File: src/rtl/bus_decoder_pkg.sv
// Shared definitions for the bus decoder: widths, FSM states, error word, request payload.
package bus_decoder_pkg;

    localparam int unsigned ADDR_W   = 32;
    localparam int unsigned DATA_W   = 32;
    localparam int unsigned MASK_W   = 4;
    localparam int unsigned IRQ_W    = 6;
    localparam int unsigned PREFIX_W = 12;
    localparam int unsigned PLEN_W   = 4;

    // Read data returned to the master for unmapped or timed-out transfers
    localparam logic [DATA_W-1:0] ERR_WORD = 32'hDEADBEEF;

    typedef enum logic [1:0] {
        ST_IDLE,
        ST_DECODE,
        ST_ACTIVE,
        ST_ERROR
    } state_t;

    // Master request captured when a transfer is accepted
    typedef struct packed {
        logic [ADDR_W-1:0] addr;
        logic [DATA_W-1:0] data;
        logic [MASK_W-1:0] mask;
        logic              write;
    } bus_req_t;

    // Width of a slave index for n slaves (at least one bit)
    function automatic int unsigned sel_width(input int unsigned n);
        return (n > 1) ? $clog2(n) : 1;
    endfunction

    // True when the top len bits of addr_prefix equal the top len bits of prefix
    function automatic logic prefix_hit(input logic [PREFIX_W-1:0] addr_prefix,
                                        input logic [PREFIX_W-1:0] prefix,
                                        input logic [PLEN_W-1:0]   len);
        logic [PREFIX_W-1:0] mask;
        mask = ~({PREFIX_W{1'b1}} >> len);
        return ((addr_prefix ^ prefix) & mask) == '0;
    endfunction

endpackage

File: src/rtl/bus_prefix_match.sv
// Combinational address-prefix decoder; the lowest matching slave index wins.
module bus_prefix_match
    import bus_decoder_pkg::*;
#(
    parameter int unsigned                        N_SLAVES         = 8,
    parameter logic [N_SLAVES*PREFIX_W-1:0]       SLAVE_PREFIX     = '0,
    parameter logic [N_SLAVES*PLEN_W-1:0]         SLAVE_PREFIX_LEN = '0,
    localparam int unsigned                       SEL_W            = sel_width(N_SLAVES)
) (
    input  logic [PREFIX_W-1:0] addr_prefix,
    output logic                hit,
    output logic [SEL_W-1:0]    idx
);

    // Scan upward and keep only the first match
    always_comb begin
        hit = 1'b0;
        idx = '0;
        for (int i = 0; i < int'(N_SLAVES); i++) begin
            if (!hit && prefix_hit(addr_prefix,
                                   SLAVE_PREFIX[i*PREFIX_W +: PREFIX_W],
                                   SLAVE_PREFIX_LEN[i*PLEN_W +: PLEN_W])) begin
                hit = 1'b1;
                idx = SEL_W'(i);
            end
        end
    end

endmodule

File: src/rtl/bus_decoder.sv
// Single-master to N-slave bus decoder with timeout, sticky error capture and IRQ merge.
module bus_decoder
    import bus_decoder_pkg::*;
#(
    parameter int unsigned                  N_SLAVES         = 8,
    // Entry i lives at bits [i*12 +: 12]; default maps slave i to top byte 8'h0i
    parameter logic [N_SLAVES*PREFIX_W-1:0] SLAVE_PREFIX     = {12'h070, 12'h060, 12'h050, 12'h040,
                                                                12'h030, 12'h020, 12'h010, 12'h000},
    parameter logic [N_SLAVES*PLEN_W-1:0]   SLAVE_PREFIX_LEN = {8{4'd8}},
    parameter int unsigned                  TIMEOUT          = 1023
) (
    input  logic                         clk,
    input  logic                         rst,
    input  logic [ADDR_W-1:0]            m_address,
    input  logic                         m_read,
    input  logic                         m_write,
    input  logic [DATA_W-1:0]            m_data_wr,
    input  logic [MASK_W-1:0]            m_mask,
    output logic                         m_stall,
    output logic [DATA_W-1:0]            m_data_rd,
    output logic [IRQ_W-1:0]             m_interrupt,
    output logic [ADDR_W-1:0]            s_address,
    output logic [DATA_W-1:0]            s_data_wr,
    output logic [MASK_W-1:0]            s_mask,
    output logic [N_SLAVES-1:0]          s_read,
    output logic [N_SLAVES-1:0]          s_write,
    input  logic [N_SLAVES-1:0]          s_stall,
    input  logic [N_SLAVES*DATA_W-1:0]   s_data_rd,
    input  logic [N_SLAVES*IRQ_W-1:0]    s_interrupt,
    output logic                         bus_error,
    output logic [ADDR_W-1:0]            err_address,
    input  logic                         err_clear
);

    localparam int unsigned SEL_W = sel_width(N_SLAVES);
    localparam int unsigned CNT_W = ($clog2(TIMEOUT + 1) > 10) ? $clog2(TIMEOUT + 1) : 10;

    state_t             state;
    bus_req_t           req_q;
    logic [SEL_W-1:0]   lat_idx;
    logic               lat_hit;
    logic [CNT_W-1:0]   tmo_cnt;

    logic               match_hit;
    logic [SEL_W-1:0]   match_idx;
    logic [N_SLAVES-1:0] sel_onehot;
    logic               sel_stall;
    logic [DATA_W-1:0]  sel_data;
    logic [IRQ_W-1:0]   irq_or;
    logic               req_live;
    logic               tmo_last;
    logic               err_set;

    bus_prefix_match #(
        .N_SLAVES         (N_SLAVES),
        .SLAVE_PREFIX     (SLAVE_PREFIX),
        .SLAVE_PREFIX_LEN (SLAVE_PREFIX_LEN)
    ) u_match (
        .addr_prefix (m_address[ADDR_W-1 -: PREFIX_W]),
        .hit         (match_hit),
        .idx         (match_idx)
    );

    assign s_address = req_q.addr;
    assign s_data_wr = req_q.data;
    assign s_mask    = req_q.mask;

    // Route the latched slave's stall/data and build its strobe vector
    always_comb begin
        sel_onehot = '0;
        sel_stall  = 1'b0;
        sel_data   = '0;
        for (int i = 0; i < int'(N_SLAVES); i++) begin
            if (SEL_W'(i) == lat_idx) begin
                sel_onehot[i] = 1'b1;
                sel_stall     = s_stall[i];
                sel_data      = s_data_rd[i*DATA_W +: DATA_W];
            end
        end
    end

    // OR-merge of every slave interrupt vector
    always_comb begin
        irq_or = '0;
        for (int i = 0; i < int'(N_SLAVES); i++) begin
            irq_or = irq_or | s_interrupt[i*IRQ_W +: IRQ_W];
        end
    end

    // A fault is raised on an unmatched decode or on the last permitted stall cycle
    always_comb begin
        req_live = m_read | m_write;
        tmo_last = (tmo_cnt == CNT_W'(TIMEOUT - 1));
        err_set  = ((state == ST_DECODE) && req_live && !lat_hit) ||
                   ((state == ST_ACTIVE) && req_live && sel_stall && tmo_last);
    end

    // Transfer FSM with all master/slave-facing outputs registered
    always_ff @(posedge clk or posedge rst) begin
        if (rst) begin
            state       <= ST_IDLE;
            req_q       <= '0;
            lat_idx     <= '0;
            lat_hit     <= 1'b0;
            tmo_cnt     <= '0;
            m_stall     <= 1'b0;
            m_data_rd   <= '0;
            m_interrupt <= '0;
            s_read      <= '0;
            s_write     <= '0;
            bus_error   <= 1'b0;
            err_address <= '0;
        end else begin
            m_interrupt <= irq_or;

            // A new fault overrides a coincident clear and re-arms address capture
            if (err_set) begin
                bus_error <= 1'b1;
                if (!bus_error || err_clear) begin
                    err_address <= req_q.addr;
                end
            end else if (err_clear) begin
                bus_error   <= 1'b0;
                err_address <= '0;
            end

            case (state)
                ST_IDLE: begin
                    if (req_live) begin
                        req_q   <= '{addr: m_address, data: m_data_wr, mask: m_mask, write: m_write};
                        lat_idx <= match_idx;
                        lat_hit <= match_hit;
                        m_stall <= 1'b1;
                        state   <= ST_DECODE;
                    end
                end
                ST_DECODE: begin
                    if (!req_live) begin
                        m_stall <= 1'b0;
                        state   <= ST_IDLE;
                    end else if (lat_hit) begin
                        s_read  <= req_q.write ? '0 : sel_onehot;
                        s_write <= req_q.write ? sel_onehot : '0;
                        tmo_cnt <= '0;
                        state   <= ST_ACTIVE;
                    end else begin
                        m_stall   <= 1'b0;
                        m_data_rd <= ERR_WORD;
                        state     <= ST_ERROR;
                    end
                end
                ST_ACTIVE: begin
                    // m_stall stays high here and falls together with the captured read data
                    if (!req_live) begin
                        s_read  <= '0;
                        s_write <= '0;
                        m_stall <= 1'b0;
                        state   <= ST_IDLE;
                    end else if (!sel_stall) begin
                        s_read  <= '0;
                        s_write <= '0;
                        m_stall <= 1'b0;
                        if (!req_q.write) begin
                            m_data_rd <= sel_data;
                        end
                        state <= ST_IDLE;
                    end else if (tmo_last) begin
                        s_read    <= '0;
                        s_write   <= '0;
                        m_stall   <= 1'b0;
                        m_data_rd <= ERR_WORD;
                        state     <= ST_ERROR;
                    end else begin
                        tmo_cnt <= tmo_cnt + CNT_W'(1);
                    end
                end
                ST_ERROR: begin
                    state <= ST_IDLE;
                end
                default: begin
                    state <= ST_IDLE;
                end
            endcase
        end
    end

endmodule

File: config.mk
export PLATFORM = sky130hd
export DESIGN_NAME = bus_decoder
export DESIGN_NICKNAME = d
export VERILOG_FILES = /design/src/rtl/bus_decoder_pkg.sv /design/src/rtl/bus_prefix_match.sv /design/src/rtl/bus_decoder.sv
export SDC_FILE = /design/constraint.sdc
export NUM_CORES = 1
export LEC_CHECK = 0
export ABC_CLOCK_PERIOD_IN_PS = 14110
export CAP_MARGIN = 20
export CORE_AREA = 2 2 211 213
export DETAILED_ROUTE_END_ITERATION = 8
export DIE_AREA = 0 0 213 215
export PLACE_DENSITY_LB_ADDON = 0.12
export SLEW_MARGIN = 20
export SYNTH_ARGS = -nofsm -noshare
export SYNTH_HDL_FRONTEND = slang
export SYNTH_SLANG_ARGS = --single-unit
File: constraint.sdc
create_clock -name clk -period 14.11 [get_ports clk]
set_input_delay 2.822 -clock clk [delete_from_list [all_inputs] [get_ports clk]]
set_output_delay 2.822 -clock clk [all_outputs]
set_load 0.02 [all_outputs]
## After elaboration in Yosys (flattened, before gate mapping)

Cells that the tools add are included.

- Input bits: 385
- Logic and storage cells: 179
- Register bits: 173

- Equality and inequality tests: 23
- Add/subtract/negate cells: 1
- Reductions and logical operators: 43
- Bitwise gates (word level): 15
- Mux-type cells: 82

Operator list:

| cell | count |
|---|---|
| 32-bit two-way mux | 17 |
| 12-bit zero test | 8 |
| 8-bit two-way mux | 9 |
| 32-bit one-hot mux with 2 select lines | 1 |
| 10-bit two-way mux | 5 |
| 6-bit bitwise OR | 7 |
| 1-bit two-way mux | 34 |
| 8-bit one-hot mux with 2 select lines | 2 |
| 10-bit one-hot mux with 2 select lines | 1 |
| 3-bit two-way mux | 5 |
| 2-bit inequality test (second input constant) | 7 |
| 3-bit equality test (first input constant) | 4 |
| 1-bit logical AND | 12 |
| 2-bit two-way mux | 6 |
| 6-bit AND reduction | 2 |
| 10-bit by 1-bit adder with 10-bit output (second input constant) | 1 |
| 10-bit equality test (second input constant) | 1 |
| 1-bit zero test | 9 |
| 3-bit inequality test (second input constant) | 3 |
| 2-bit one-hot mux with 4 select lines | 1 |
| 4-bit AND reduction | 2 |
| 2-bit by 3-bit equality test with 1-bit output (first input constant) | 2 |
| 2-bit inverter | 3 |
| 2-bit AND reduction | 3 |
| other kinds (14) | 19 |

## Logic depth before layout (Yosys ltp)

Gate-level depths: netlist of run 1.

- Depth in word-level cells: 23
- Gate-level depth with buffers: 9
- Mapped depth without buffers: 7

## By module

From an unflattened synthesis of run 1, not the netlist that was laid out.

- Cell total of the unflattened synthesis: 925
- Area total of the unflattened synthesis: 9,859.5 µm²

Modules (own cells, without submodules):

| module | sequential area each (µm²) | area an instance (µm²) | cells an instance | times used |
|---|---|---|---|---|
| bus_decoder | 4,329.2 | 9,816.9 | 920 | 1 |
| bus_prefix_match | 0.0 | 42.5 | 5 | 1 |

## Worst setup path before layout of run 1

Ideal clock, no wire load.

- Path type: input port to flip-flop
- Start: input port s_stall[3]
- End: register m_data_rd[1]
- Arrival: 4.769 ns
- Library setup time: 0.126 ns
- Cell stages on the path: 7
- Slack: 9.215 ns
- Cells stage by stage: mux2_1 > mux4_2 > and2_1 > or4_1 > buf_2 > buf_6 > o32a_1

- Cells in the longest elaborated chain, start to end: 8
- Elaborated cells between the ends (all ways): 11
- Those cells by class: 2 x eq/ne; 8 x mux; 1 x reduce/logical

Ends and longest elaborated chain:

| what | line | RTL |
|---|---|---|
| start: declaration | bus_decoder.sv:27 | `input logic [N_SLAVES-1:0] s_stall,` |
| 1-bit two-way mux * (5 in a row) | bus_decoder.sv:74 | `if (SEL_W'(i) == lat_idx) begin` |
| 32-bit two-way mux | bus_decoder.sv:159 | `end else if (!sel_stall) begin` |
| 32-bit two-way mux | bus_decoder.sv:154 | `if (!req_live) begin` |
| 32-bit one-hot mux with 2 select lines | bus_decoder.sv:127 | `case (state)` |
| end signal: assignment | bus_decoder.sv:164 | `m_data_rd <= sel_data;` |
| end: declaration | bus_decoder.sv:20 | `output logic [DATA_W-1:0] m_data_rd,` |

Mark *: on every way between the ends. The rest lies on a longest branch, timed or not. The select of a mux whose other input is x is not followed.
A chain may end at the register's enable or synchronous reset.

## Final worst setup path of run 1

- Start: input port s_stall[2]
- End: register m_data_rd[13]

- Cells in the longest elaborated chain, start to end: 9
- Elaborated cells between the ends (all ways): 12
- Those cells by class: 2 x eq/ne; 9 x mux; 1 x reduce/logical

Ends and longest elaborated chain:

| what | line |
|---|---|
| 1-bit two-way mux * (6 in a row) | bus_decoder.sv:74 |
| 32-bit two-way mux | bus_decoder.sv:159 |
| 32-bit two-way mux | bus_decoder.sv:154 |
| 32-bit one-hot mux with 2 select lines | bus_decoder.sv:127 |

Marks and branches as above.

==> reports/summary.md, run 1 <==
The run finished with clean final reports. The pin count of the biggest net entering global routing was 118; the number of max-slew violations in the final report was 0. The run gives 14 as the initial antenna violation count.

The tightest min-delay check is of the flip-flop to flip-flop type. Each instance of the synthesized netlist takes up on average 9.113 sq um. The shortest clock period the worst path allows after layout works out to 5.172 ns.

The critical path goes through clkdlybuf4s50_1 -> mux2_1 -> mux4_2 -> and2_1 -> or4_1 -> buf_4 -> o32a_1. Headroom to the max-slew limit came out at 29.87%. The cell family contributing the most delay on the critical path is multiplexers.

The core region is 43640 sq um. Buffers inserted during clock tree synthesis total 17. The tools report the worst-case vdd ir drop as 102.3 uV. Across the routed clock network, the largest skew measured is 0.02588 ns. The final setup violation count is 0, and the number of buffers added on ports is 540.

The number of remaining DRC errors was 0; the remaining antenna violation count after routing was 0. STA classifies the critical path startpoint as an input port. In this design, the stage delay of the slowest critical-path cell is 0.62 ns. The run gives 4 as the maximum level of the CTS H-tree. Counting both buffers and inverters, the worst setup path holds a total of 2. The slew at the pin closest to its max-slew limit was 1.047 ns; the cell row count was 77. Setup repair after global routing left no endpoint under its margin. STA classifies the critical path endpoint as a flip-flop. The number of vias in the routed layout came out at 9978.

The logs give 541 for the boundary pin count and 0 for the post-CTS resize count. The net total in the final layout is 1933, and the effective utilization at floorplan is 23.30%. After routing, the total negative slack on setup checks comes to 0 ns. Clock transition at the register clock pins on the worst setup and hold paths after CTS: 0.07 ns. The tool flagged a number of max-cap violations equal to 0. The combined global-route utilization of all metal layers is 19.55%. The tools report the count of mapped cells out of synthesis as 1116. The async set-reset flop share out of synthesis works out to 100.0%. Among all flip-flop cells after synthesis, the most frequent one is dfrtp_1. Synthesis produced a netlist with a net count of 1508. The final critical path takes up 36.66% of the cycle. The logs give 4423 for the final-layout fill cell count and 5 for the number of detailed-route iterations in the first pass.

The die extent in x came out at 213 microns. The mapped netlist covers 10170 sq um. For this design the static power due to leakage is 6.455 nW.

TritonCTS built the clock tree. The die covers 45800 sq um. The vias per cell is 4.628, and the reg-to-reg setup timing slack is 10.55 ns.

The number of flops mapped to enable cells by yosys is 0. The post-detailed-placement half-perimeter wirelength is 33.94 mm, and the total overflow reported by the global router is 0. The logs give 14.45 ns for the data required time of the worst path and 173 for the count of clock tree sinks. The Yosys step of the flow raised 0 warnings. The run gives 0 as the final-report hold violation count. The first global-routing pass estimated 66.46 mm of wire. Compared with the post-synthesis result, the final layout area differs by 59.82%. Routability-driven placement finished with a final weighted congestion of 0.8832. The sequential fraction of the synthesis area came out at 42.57%. The ratio of total power to cell area is 172.7 nW/um^2, and the register bit total from synthesis is 173.

Dividing the detail-routed wire length by the instance count gives 21.32 microns. Buffers added to address setup during post-CTS repair amount to 0. The logs give 2 for the maximum number of buffers from clock root to sink and 656 for the number of design-rule violations left by the first detailed-router iteration. The floorplan step set the die height to 215 microns.

The share of cells above drive strength 1 works out to 7.143%. The tools report the library cell used as clock root buffer as clkbuf_16. The critical path in this run is classified as input port to flip-flop. Once layout is complete, the utilization of the core stands at 37.24%. The final layout contains routed wiring with a total length of 45.97 mm.

For the quantity of hold-fixing buffers added after cts, the log shows 0. For this design, the slowest cell found on the critical path is mux4_2. The later pin in the worst-skew pair is clocked with a latency of 0.46 ns.

Unique cell type count in the Yosys netlist: 51. The maximum clock frequency is 193.3 MHz. The data arrival time at the worst-slack endpoint was 5.51 ns.

The tools report the number of global-route vias before repair as 10390. Along the worst path, the maximum fanout reaches 32.
power breakdown:
group          internal, W  leakage (nW)  switching (W)
Combinational     0.000689          4.06       0.000834
Clock             0.000240         0.280       0.000230
Sequential        0.000665          2.12       0.000147
Total              0.00159          6.45        0.00121
flip-flops by register name (all words and copies together), names as in the netlist:
register	cells
bus_error	1
err_address	32
lat_hit	1
lat_idx	3
m_data_rd	32
m_interrupt	6
m_stall	1
req_q	1
s_address	32
s_data_wr	32
s_mask	4
s_read	8
s_write	8
state	2
tmo_cnt	10
synth_stat cells (3+ instances only):
library cell	instances	share of area [%]
a21oi_1	41	2.0
and2_1	3	0.18
mux2i_1	58	5.7
buf_1	13	0.48
mux2_2	42	4.7
o211ai_1	4	0.30
o22ai_1	21	1.3
nor2b_1	39	2.4
a211oi_1	8	0.59
buf_4	68	5.0
a31oi_1	24	1.5
clkbuf_1	60	2.2
mux4_2	11	2.4
nor3_1	16	0.79
nand2b_1	11	0.68
nor2_1	52	1.9
ha_1	7	0.86
o2bb2ai_1	6	0.52
or4_1	3	0.22
o21ai_0	26	1.3
o21a_1	5	0.37
o22a_1	20	1.7
or3_1	5	0.31
a22o_1	6	0.52
nor4_1	13	0.80
o32a_1	5	0.49
nand3_1	14	0.69
inv_1	20	0.74
a22oi_1	6	0.44
nand2_1	254	9.4
o32ai_1	19	1.6
dfrtp_1	173	43
a32o_1	32	3.1
buf_2	9	0.44
routing by layer:
metal | up-vias | routed length [microns] | track usage, %
li1 | 4765 | - | -
met1 | 4782 | 18440 | 22.62
met2 | 385 | 22400 | 32.77
met3 | 38 | 4198 | 6.927
met4 | 8 | 877 | 7.692
met5 | - | 46 | 0
path summary, 6_finish.rpt:
kind / start / endpoint / cells after the start
worst max-delay path: s_stall[2] / m_data_rd[13]$_DFFE_PP0P_ / 7
worst min-delay path: s_data_wr[2]$_DFFE_PP0P_ / s_data_wr[2]$_DFFE_PP0P_ / 2
worst max register to register: lat_idx[0]$_DFFE_PP0P_ / m_data_rd[13]$_DFFE_PP0P_ / 5
worst min register to register: s_data_wr[2]$_DFFE_PP0P_ / s_data_wr[2]$_DFFE_PP0P_ / 2
max in group asynchronous: rst / m_data_rd[3]$_DFFE_PP0P_ / 3
min in group asynchronous: rst / m_interrupt[1]$_DFF_PP0_ / 2
through the flow:
step | instances | cell area, sq um | setup slack [ns] | hold WS, ns | total power, W
final | 2156 | 16250 | 8.938 | 0.4726 | 0.002806
after CTS | 2145 | 16200 | 8.666 | 0.4790 | 0.002845
after global routing | 2156 | 16250 | 8.828 | 0.4935 | 0.002999
after floorplan | 1116 | 10170 | 6.600 | 0.4464 | 0.001765
after global placement | 2113 | 15640 | 8.378 | 0.4569 | 0.002347
after detailed placement | 2113 | 15640 | 8.180 | 0.4614 | 0.002353
placed cells by master, fill, tap and decap left out, drive strengths merged, types with 17 or more instances in the layout:
cell           instances
clkdlybuf4s50        540
nand2                254
dfrtp                173
mux2i                 58
nor2                  52
mux2                  44
a21oi                 41
nor2b                 39
a32o                  32
o21ai                 27
inv                   26
a31oi                 24
o22ai                 21
o22a                  20
clkbuf                20
o32ai                 19
buf                   17
final cells by class:
type,count,area (sq um),share of cell area (%)
Timing Repair Buffer,557,5553,34.16
Clock inverter,12,102.6,0.6313
Clock buffer,20,456.7,2.810
Multi-Input combinational cell,771,4951,30.46
Sequential cell,173,4338,26.69
Tap cell,592,740.7,4.557
Antenna cell,10,25.02,0.1540
Inverter,21,86.33,0.5312
worst register-to-register path: stages, from the launching register on:
cell and delay (ns):
dfrtp_4 0.74, buf_4 0.66, buf_4 0.87, mux4_2 0.68, o21a_1 0.19, o32a_1 0.32
cell families after synthesis:
logic type / after synthesis / share of synthesized area, %
compound gates: 236 / 16.83
fa+ha+maj: 7 / 0.8612
buf+inv: 172 / 9.043
flops: 173 / 42.57
mux: 113 / 13.02
simple gates: 415 / 17.68
Note: power is estimated with default switching activity, not from simulation.
==> run 2, diff against run 1 <==
--- a/config.mk
+++ b/config.mk
@@ -5,7 +5,7 @@
 export SDC_FILE = /design/constraint.sdc
 export NUM_CORES = 1
 export LEC_CHECK = 0
-export ABC_CLOCK_PERIOD_IN_PS = 14110
+export ABC_CLOCK_PERIOD_IN_PS = 4600
 export CAP_MARGIN = 20
 export CORE_AREA = 2 2 211 213
 export DETAILED_ROUTE_END_ITERATION = 8
==> constraint.sdc (replaced) <==
create_clock -name clk -period 4.6 [get_ports clk]
set_input_delay 0.92 -clock clk [delete_from_list [all_inputs] [get_ports clk]]
set_output_delay 0.92 -clock clk [all_outputs]
set_load 0.02 [all_outputs]
==> run 2 against run 1 <==
  * Clock skew decreased by 0.012 ns
  * Die area unchanged
  * Clock-buffer cell count decreased by 2
  * Total power increased to 3.1 times the previous value
  * Hold slack about the same
  * Register-to-register slack got worse by 9.2 ns
  * Sequential share of layout area decreased by 0.098 points
  * Critical endpoint is now m_data_rd[6]$_DFFE_PP0P_
==> reports/summary.md, run 2 (synthesized netlist as in run 1, its figures left out) <==
The flow ran to the end, and the final reports show no timing, DRC or antenna violations. The count of placed standard cells in the final layout, fillers left out is 2154 (-0.093%), and the number of buffers added on ports is 540 (unchanged). Clock transition at the register clock pins on the worst setup and hold paths after CTS: 0.06 ns (about the same). Number of buffers created by CTS: 17 (unchanged).

The vias per cell works out to 4.672 (+0.96%). Combined global-route utilization of all metal layers: 19.84% (+0.29 points). The number of detailed-route iterations in the first pass was 5 (unchanged). The cell leakage power is 6.476 nW (+0.33%), and the ratio of final minimum period to clock period is 77.46%.

The maximum level of the CTS H-tree is 4 (unchanged). The number of global-route vias before repair was 10480 (+0.82%); the pin count of the biggest net entering global routing was 163 (+38%). The final setup violation count was 0 (unchanged); the placed instance count was 2117 (+0.19%). The share of cells above drive strength 1 was 7.262% (+0.12 points). After layout, the minimum clock period comes to 3.563 ns. The tools report the boundary pin count as 541 (unchanged).

The post-detailed-placement half-perimeter wirelength was 35.01 mm (+3.1%). For the net total in the final layout, the log shows 1936 (+0.16%). Die extent in x: 213 microns (unchanged). The logs give 3.89 ns (-1.62 ns) for the data arrival time at the worst-slack endpoint and 0 (unchanged) for the reported max-cap violation count. The data required time of the worst path was 4.93 ns (-9.52 ns).

The critical path class is input port to flip-flop. The tools report the number of vias in the routed layout as 10060 (+0.86%). Post-layout total power: 0.008657 W (+210%). In the layout the commonest cells are clkdlybuf4s50_1, nand2_1, dfrtp_1, mux2i_1, nor2_1. Detailed-route wire length per cell: 21.52 microns (+0.94%).

The final-layout fill cell count was 4433 (+0.23%). The cell sitting at the root of the clock tree is a clkbuf_16. The critical path goes through clkdlybuf4s50_1 -> mux2_1 -> mux4_2 -> and2_1 -> or4_1 -> buf_4 -> o22a_1. Setup skew after layout: 0.01392 ns (-0.01196 ns).

The maximum fanout along the worst path was 19 (-41%); the full die area was 45800 sq um (unchanged). The number of max-slew violations in the final report is 0 (unchanged). Slew at the pin closest to its max-slew limit: 1.027 ns (-0.02078 ns).

The path class of the lowest-slack min-delay path is flip-flop to flip-flop. For the quantity of hold-fixing buffers added after cts, the log shows 0 (unchanged). Setup repair after global routing left no endpoint under its margin. The logs give 290.6 uV (+180%) for the worst-case vdd ir drop and 0 ns (unchanged) for the accumulated negative setup slack.

The total wire length after detailed routing is 46.35 mm (+0.84%). In this design, the largest share of critical-path delay is due to simple AND/OR/NAND/NOR gates. The tools report the storage element area as 4338 sq um (unchanged).

The run gives 0 (unchanged) as the final-report hold violation count. For the post-CTS resize count, the log shows 0 (unchanged). The first-pass GRT wire length was 67.56 mm (+1.7%); the area inside the core boundary was 43640 sq um (unchanged). The clock latency on the worst-skew pair was 0.45 ns (about the same); the post-CTS setup buffer count was 0 (unchanged). The logs give 0 (unchanged) for the remaining antenna violation count after routing and 0 (unchanged) for the total overflow reported by the global router.

The library cell used most frequently in the layout, excluding fill and tap cells, is clkdlybuf4s50_1. The height of the chip is 215 microns (unchanged). Type of destination of the critical path: a flip-flop.

Maximum clock frequency: 280.7 MHz. Delay of the slowest critical-path stage: 0.90 ns (+0.28 ns). Area growth from synthesis to final layout: 60.41%.

The placer congestion estimate came out at 0.8686 (-1.7%). The initial antenna violation count was 10 (-4); the worst slew slack as a fraction of its limit was 31.26% (+1.4 points). The run gives 173 (unchanged) as the count of clock tree sinks.

TritonCTS built the clock tree. The tools report the cell row count as 77 (unchanged). The logs give 505 (-23%) for the number of design-rule violations left by the first detailed-router iteration and 4951 sq um (unchanged) for the area occupied by multi-input gates. Ratio of total power to cell area: 530.7 nW/um^2 (+210%). The buffering stage count on the worst path with inverters included works out to 2 (unchanged). The highest-delay cell along the critical path was or4_1. The tools report the maximum number of buffers from clock root to sink as 2 (unchanged).

The worst setup path is launched from an input port. The number of remaining DRC errors is 0 (unchanged). The effective utilization at floorplan is 23.30% (unchanged).
[run 2: worst paths after layout]
kind,start,endpoint,slack (ns),depth (start not counted)
min in group asynchronous,rst,m_interrupt[5]$_DFF_PP0_,1.00,2
hold / removal,s_data_wr[1]$_DFFE_PP0P_,s_data_wr[1]$_DFFE_PP0P_,0.47,2
max in group asynchronous,rst,lat_idx[0]$_DFFE_PP0P_,2.80,3
setup reg to reg,lat_idx[1]$_DFFE_PP0P_,m_data_rd[6]$_DFFE_PP0P_,1.34,6
setup / recovery,s_stall[3],m_data_rd[6]$_DFFE_PP0P_,1.04,7
hold reg to reg,s_data_wr[1]$_DFFE_PP0P_,s_data_wr[1]$_DFFE_PP0P_,0.47,2
[run 2: worst reg2reg max path: stages, from the launching register on]
cell	delay, ns
dfrtp_4	0.53
mux2_1	0.33
mux4_2	0.62
and2_1	0.21
or4_1	0.90
buf_4	0.38
o22a_1	0.18
[run 2: power by group]
| part | switching [W] | internal, W | total, W |
|---|---|---|---|
| logic | 0.00264 | 0.00209 | 0.00473 |
| registers | 0.000386 | 0.00204 | 0.00243 |
| clock network | 0.000685 | 0.000812 | 0.00150 |
[run 2: stage by stage]
step           setup WS [ns]  utilization, %  hold slack [ns]  instance area [sq um]
6_report               1.037           37.38           0.4726                  16310
5_1_grt               0.9340           37.38           0.5039                  16310
4_1_cts                1.044           37.34           0.4794                  16300
3_5_place_dp          0.5639           36.01           0.4619                  15720
3_3_place_gp          0.6245           36.01           0.4564                  15720
2_1_floorplan          1.469               -           0.4464                  10170
[run 2: routing by layer]
metal | up-vias | GRT usage, % | wire [microns]
li1 | 4760 | - | -
met1 | 4861 | 23.22 | 18660
met2 | 390 | 33.54 | 22470
met3 | 45 | 6.927 | 4150
met4 | 8 | 6.667 | 1020
met5 | - | 0 | 53
[run 2: final cells by class]
type	count	area share, %
Antenna cell	6	0.09204
Clock buffer	18	2.631
Clock inverter	13	0.9281
Inverter	21	0.5062
Multi-Input combinational cell	771	30.35
Sequential cell	173	26.59
Tap cell	592	4.541
Timing Repair Buffer	560	34.36
==> run 3, diff against run 2 <==
--- a/config.mk
+++ b/config.mk
@@ -5,7 +5,7 @@
 export SDC_FILE = /design/constraint.sdc
 export NUM_CORES = 1
 export LEC_CHECK = 0
-export ABC_CLOCK_PERIOD_IN_PS = 4600
+export ABC_CLOCK_PERIOD_IN_PS = 3000
 export CAP_MARGIN = 20
 export CORE_AREA = 2 2 211 213
 export DETAILED_ROUTE_END_ITERATION = 8
==> constraint.sdc (replaced) <==
create_clock -name clk -period 3 [get_ports clk]
set_input_delay 0.6 -clock clk [delete_from_list [all_inputs] [get_ports clk]]
set_output_delay 0.6 -clock clk [all_outputs]
set_load 0.02 [all_outputs]
==> run 3 against run 2 <==
  * Die area did not move
  * Worst setup slack got worse by 0.75 ns
  * Register-to-register slack got worse by 1.1 ns
  * Total power rose by 55%
  * Final cell count rose by 0.70%
  * Sequential power rose by 53%
  * Clock-buffer cell count did not move
==> reports/summary.md, run 3 (synthesized netlist as in run 1, its figures left out) <==
The number of remaining DRC errors is 0 (unchanged). Worst flop-to-flop path endpoint: m_data_rd[15]$_DFFE_PP0P_. The run finished with clean final reports. The final-report hold violation count is 0 (unchanged), and the number of buffers added on ports is 540 (unchanged). The first-pass GRT wire length was 66.81 mm (-1.1%); the worst-case vdd ir drop was 432.9 uV (+49%).

The logs give 35.39 mm (+1.1%) for the post-detailed-placement half-perimeter wirelength and 0 (unchanged) for the remaining antenna violation count after routing. The area inside the core boundary is 43640 sq um (unchanged), and the quantity of hold-fixing buffers added after cts is 0 (unchanged). The worst slew slack as a fraction of its limit is 33.17% (+1.9 points). Detailed-route wire length per cell: 21.24 microns (-1.3%). Commonest non-fill, non-tap cell in the layout: clkdlybuf4s50_1. The setup skew after layout was 0.01248 ns (-0.001437 ns); the height of the chip was 215 microns (unchanged).

The total overflow reported by the global router is 0 (unchanged), and the buffering stage count on the worst path with inverters included is 2 (unchanged). The number of vias in the routed layout was 10010 (-0.54%); the die extent in x was 213 microns (unchanged). The type of element launching the critical path was a flip-flop.

For the post-CTS setup buffer count, the log shows 0 (unchanged). The boundary pin count is 541 (unchanged). Data required time of the worst path: 3.34 ns (-1.59 ns). In this run the critical register-to-register path is launched from lat_idx[1]$_DFFE_PP0P_. The logs give 1950 (+0.72%) for the net total in the final layout and 368.1 MHz for the maximum clock frequency. The number of global-route vias before repair came out at 10550 (+0.69%). The tree is rooted in a clkbuf_16. The maximum number of buffers from clock root to sink is 2 (unchanged), and the post-CTS resize count is 0 (unchanged).

The logs give 46.06 mm (-0.63%) for the total wire length after detailed routing and 37.79% (+0.41 points) for the post-layout utilization of the core. Cell row count: 77 (unchanged). The cell leakage power came out at 6.563 nW (+1.3%). Compared with the post-synthesis result, the final layout area differs by 62.18%.

The data arrival time at the worst-slack endpoint came out at 3.05 ns (-0.84 ns). The maximum level of the CTS H-tree is 4 (unchanged), and the ratio of total power to cell area is 812.7 nW/um^2 (+53%). The reported max-cap violation count was 0 (unchanged); the number of max-slew violations in the final report was 0 (unchanged). The shortest clock period the worst path allows after layout works out to 2.717 ns. Critical path class: flip-flop to flip-flop.

In the layout the commonest cells are clkdlybuf4s50_1, nand2_1, dfrtp_1, mux2i_1, nor2_1. The run gives 45800 sq um (unchanged) as the full die area. The ratio of final minimum period to clock period came out at 90.57%. The tools report the hold path startpoint as s_data_wr[0]$_DFFE_PP0P_. The run gives 173 (unchanged) as the count of clock tree sinks. The timing endpoint of the critical path was m_data_rd[15]$_DFFE_PP0P_.

The slew at the pin closest to its max-slew limit came out at 1.000 ns (-0.02638 ns). The run gives 0.46 ns (about the same) as the clock latency on the worst-skew pair. Number of detailed-route iterations in the first pass: 4 (-1).

The worst hold slack across all endpoints is 0.4722 ns (-0.0004640 ns). By instance count, the cell type seen most on the critical path is buf_4. The pin count of the biggest net entering global routing came out at 113 (-31%). In this run the worst setup path begins at lat_idx[1]$_DFFE_PP0P_.

The logs give 19.61% (-0.22 points) for the combined global-route utilization of all metal layers and 495 (-2.0%) for the number of design-rule violations left by the first detailed-router iteration. Setup repair after global routing left no endpoint under its margin. The clock transition at the register clock pins on the worst setup and hold paths after CTS came out at 0.07 ns (about the same).

The tools report the placer congestion estimate as 0.9006 (+3.7%). On the critical path, the stage with the largest delay is an instance of dfrtp_4. Number of cell instances on the worst register-to-register path: 7 (+1). On the critical path the largest part of the delay comes from multiplexers. The maximum fanout along the worst path was 18 (-1); the effective utilization at floorplan was 23.30% (unchanged).

The number of logic stages on the critical path including buffering works out to 7 (unchanged). The worst hold path belongs to the class flip-flop to flip-flop. STA classifies the critical path endpoint as a flip-flop. TritonCTS built the clock tree. The vias per cell came out at 4.615 (-1.2%).

The number of buffers created by CTS is 17 (unchanged), and the final setup violation count is 0 (unchanged). Traced cell by cell, the critical path runs through mux2_1 -> mux4_2 -> and2_1 -> or4_1 -> buf_4 -> buf_4 -> o22a_1. The logs give 10 (unchanged) for the initial antenna violation count and 0.28 ns (-1.06 ns) for the reg-to-reg setup timing slack. The placed instance count came out at 2131 (+0.66%).

The delay of the slowest critical-path stage is 0.53 ns (-0.37 ns). The share of cells above drive strength 1 works out to 8.211% (+0.95 points). The run gives 0 ns (unchanged) as the accumulated negative setup slack.

For the count of placed standard cells in the final layout, fillers left out, the log shows 2169 (+0.70%).
[run 3: cell count changes in the layout (fill, tap and decap cells not counted)]
cell / change
clkinvlp_4: +2
inv_8: +6
clkbuf_8: +1
inv_6: -4
clkinv_4: -1
buf_12: +6
buf_4: +8
clkbuf_1: -1
bufinv_16: -2
clkinv_8: +1
clkinv_2: -1
[run 3: metal layers]
metal	track usage [%]	wire length, microns	vias to the layer above
met4	6.760	876	6
met2	33.52	22610	367
met3	7.614	4475	36
met5	0	39	-
met1	22.12	18060	4806
li1	-	-	4795
[run 3: final cells by class]
type	count	area [sq um]
Inverter	21	82.58
Sequential cell	173	4338
Timing Repair Buffer	574	5786
Multi-Input combinational cell	771	4951
Fill cell	4435	27150
Clock buffer	18	439.2
Antenna cell	6	15.01
Clock inverter	14	141.4
Tap cell	592	740.7
[run 3: metrics by stage]
| step | worst slack (ns) | area [sq um] | total power (W) |
|---|---|---|---|
| floorplan | 0.1893 | 10170 | 0.008303 |
| detailed placement | -0.1884 | 15900 | 0.01131 |
| CTS | 0.2462 | 16480 | 0.01369 |
| global placement | -0.1660 | 15900 | 0.01129 |
| finish | 0.2830 | 16490 | 0.01340 |
| global route | 0.1898 | 16490 | 0.01435 |
[run 3: worst min-delay path by stage]
stage                                      endpoint  slack, ns  cells past startpoint
after global placement    s_data_wr[30]$_DFFE_PP0P_       0.46                      2
after floorplan              tmo_cnt[9]$_DFFE_PP0P_       0.45                      1
after CTS                  s_data_wr[0]$_DFFE_PP0P_       0.48                      2
after detailed placement  s_data_wr[18]$_DFFE_PP0P_       0.46                      2
after global routing       s_data_wr[0]$_DFFE_PP0P_       0.50                      2
final                      s_data_wr[0]$_DFFE_PP0P_       0.47                      2
[run 3: where the power goes]
part           switching (W)  internal (W)  total [W]
Combinational        0.00404       0.00338    0.00742
Sequential          0.000599       0.00313    0.00373
Clock                0.00112       0.00113    0.00225
Total                0.00576       0.00765     0.0134
[run 3: worst min-delay path: stages (launching register included)]
cell and delay [ns]:
dfrtp_1 0.34, nand2_1 0.05, nand2_1 0.06
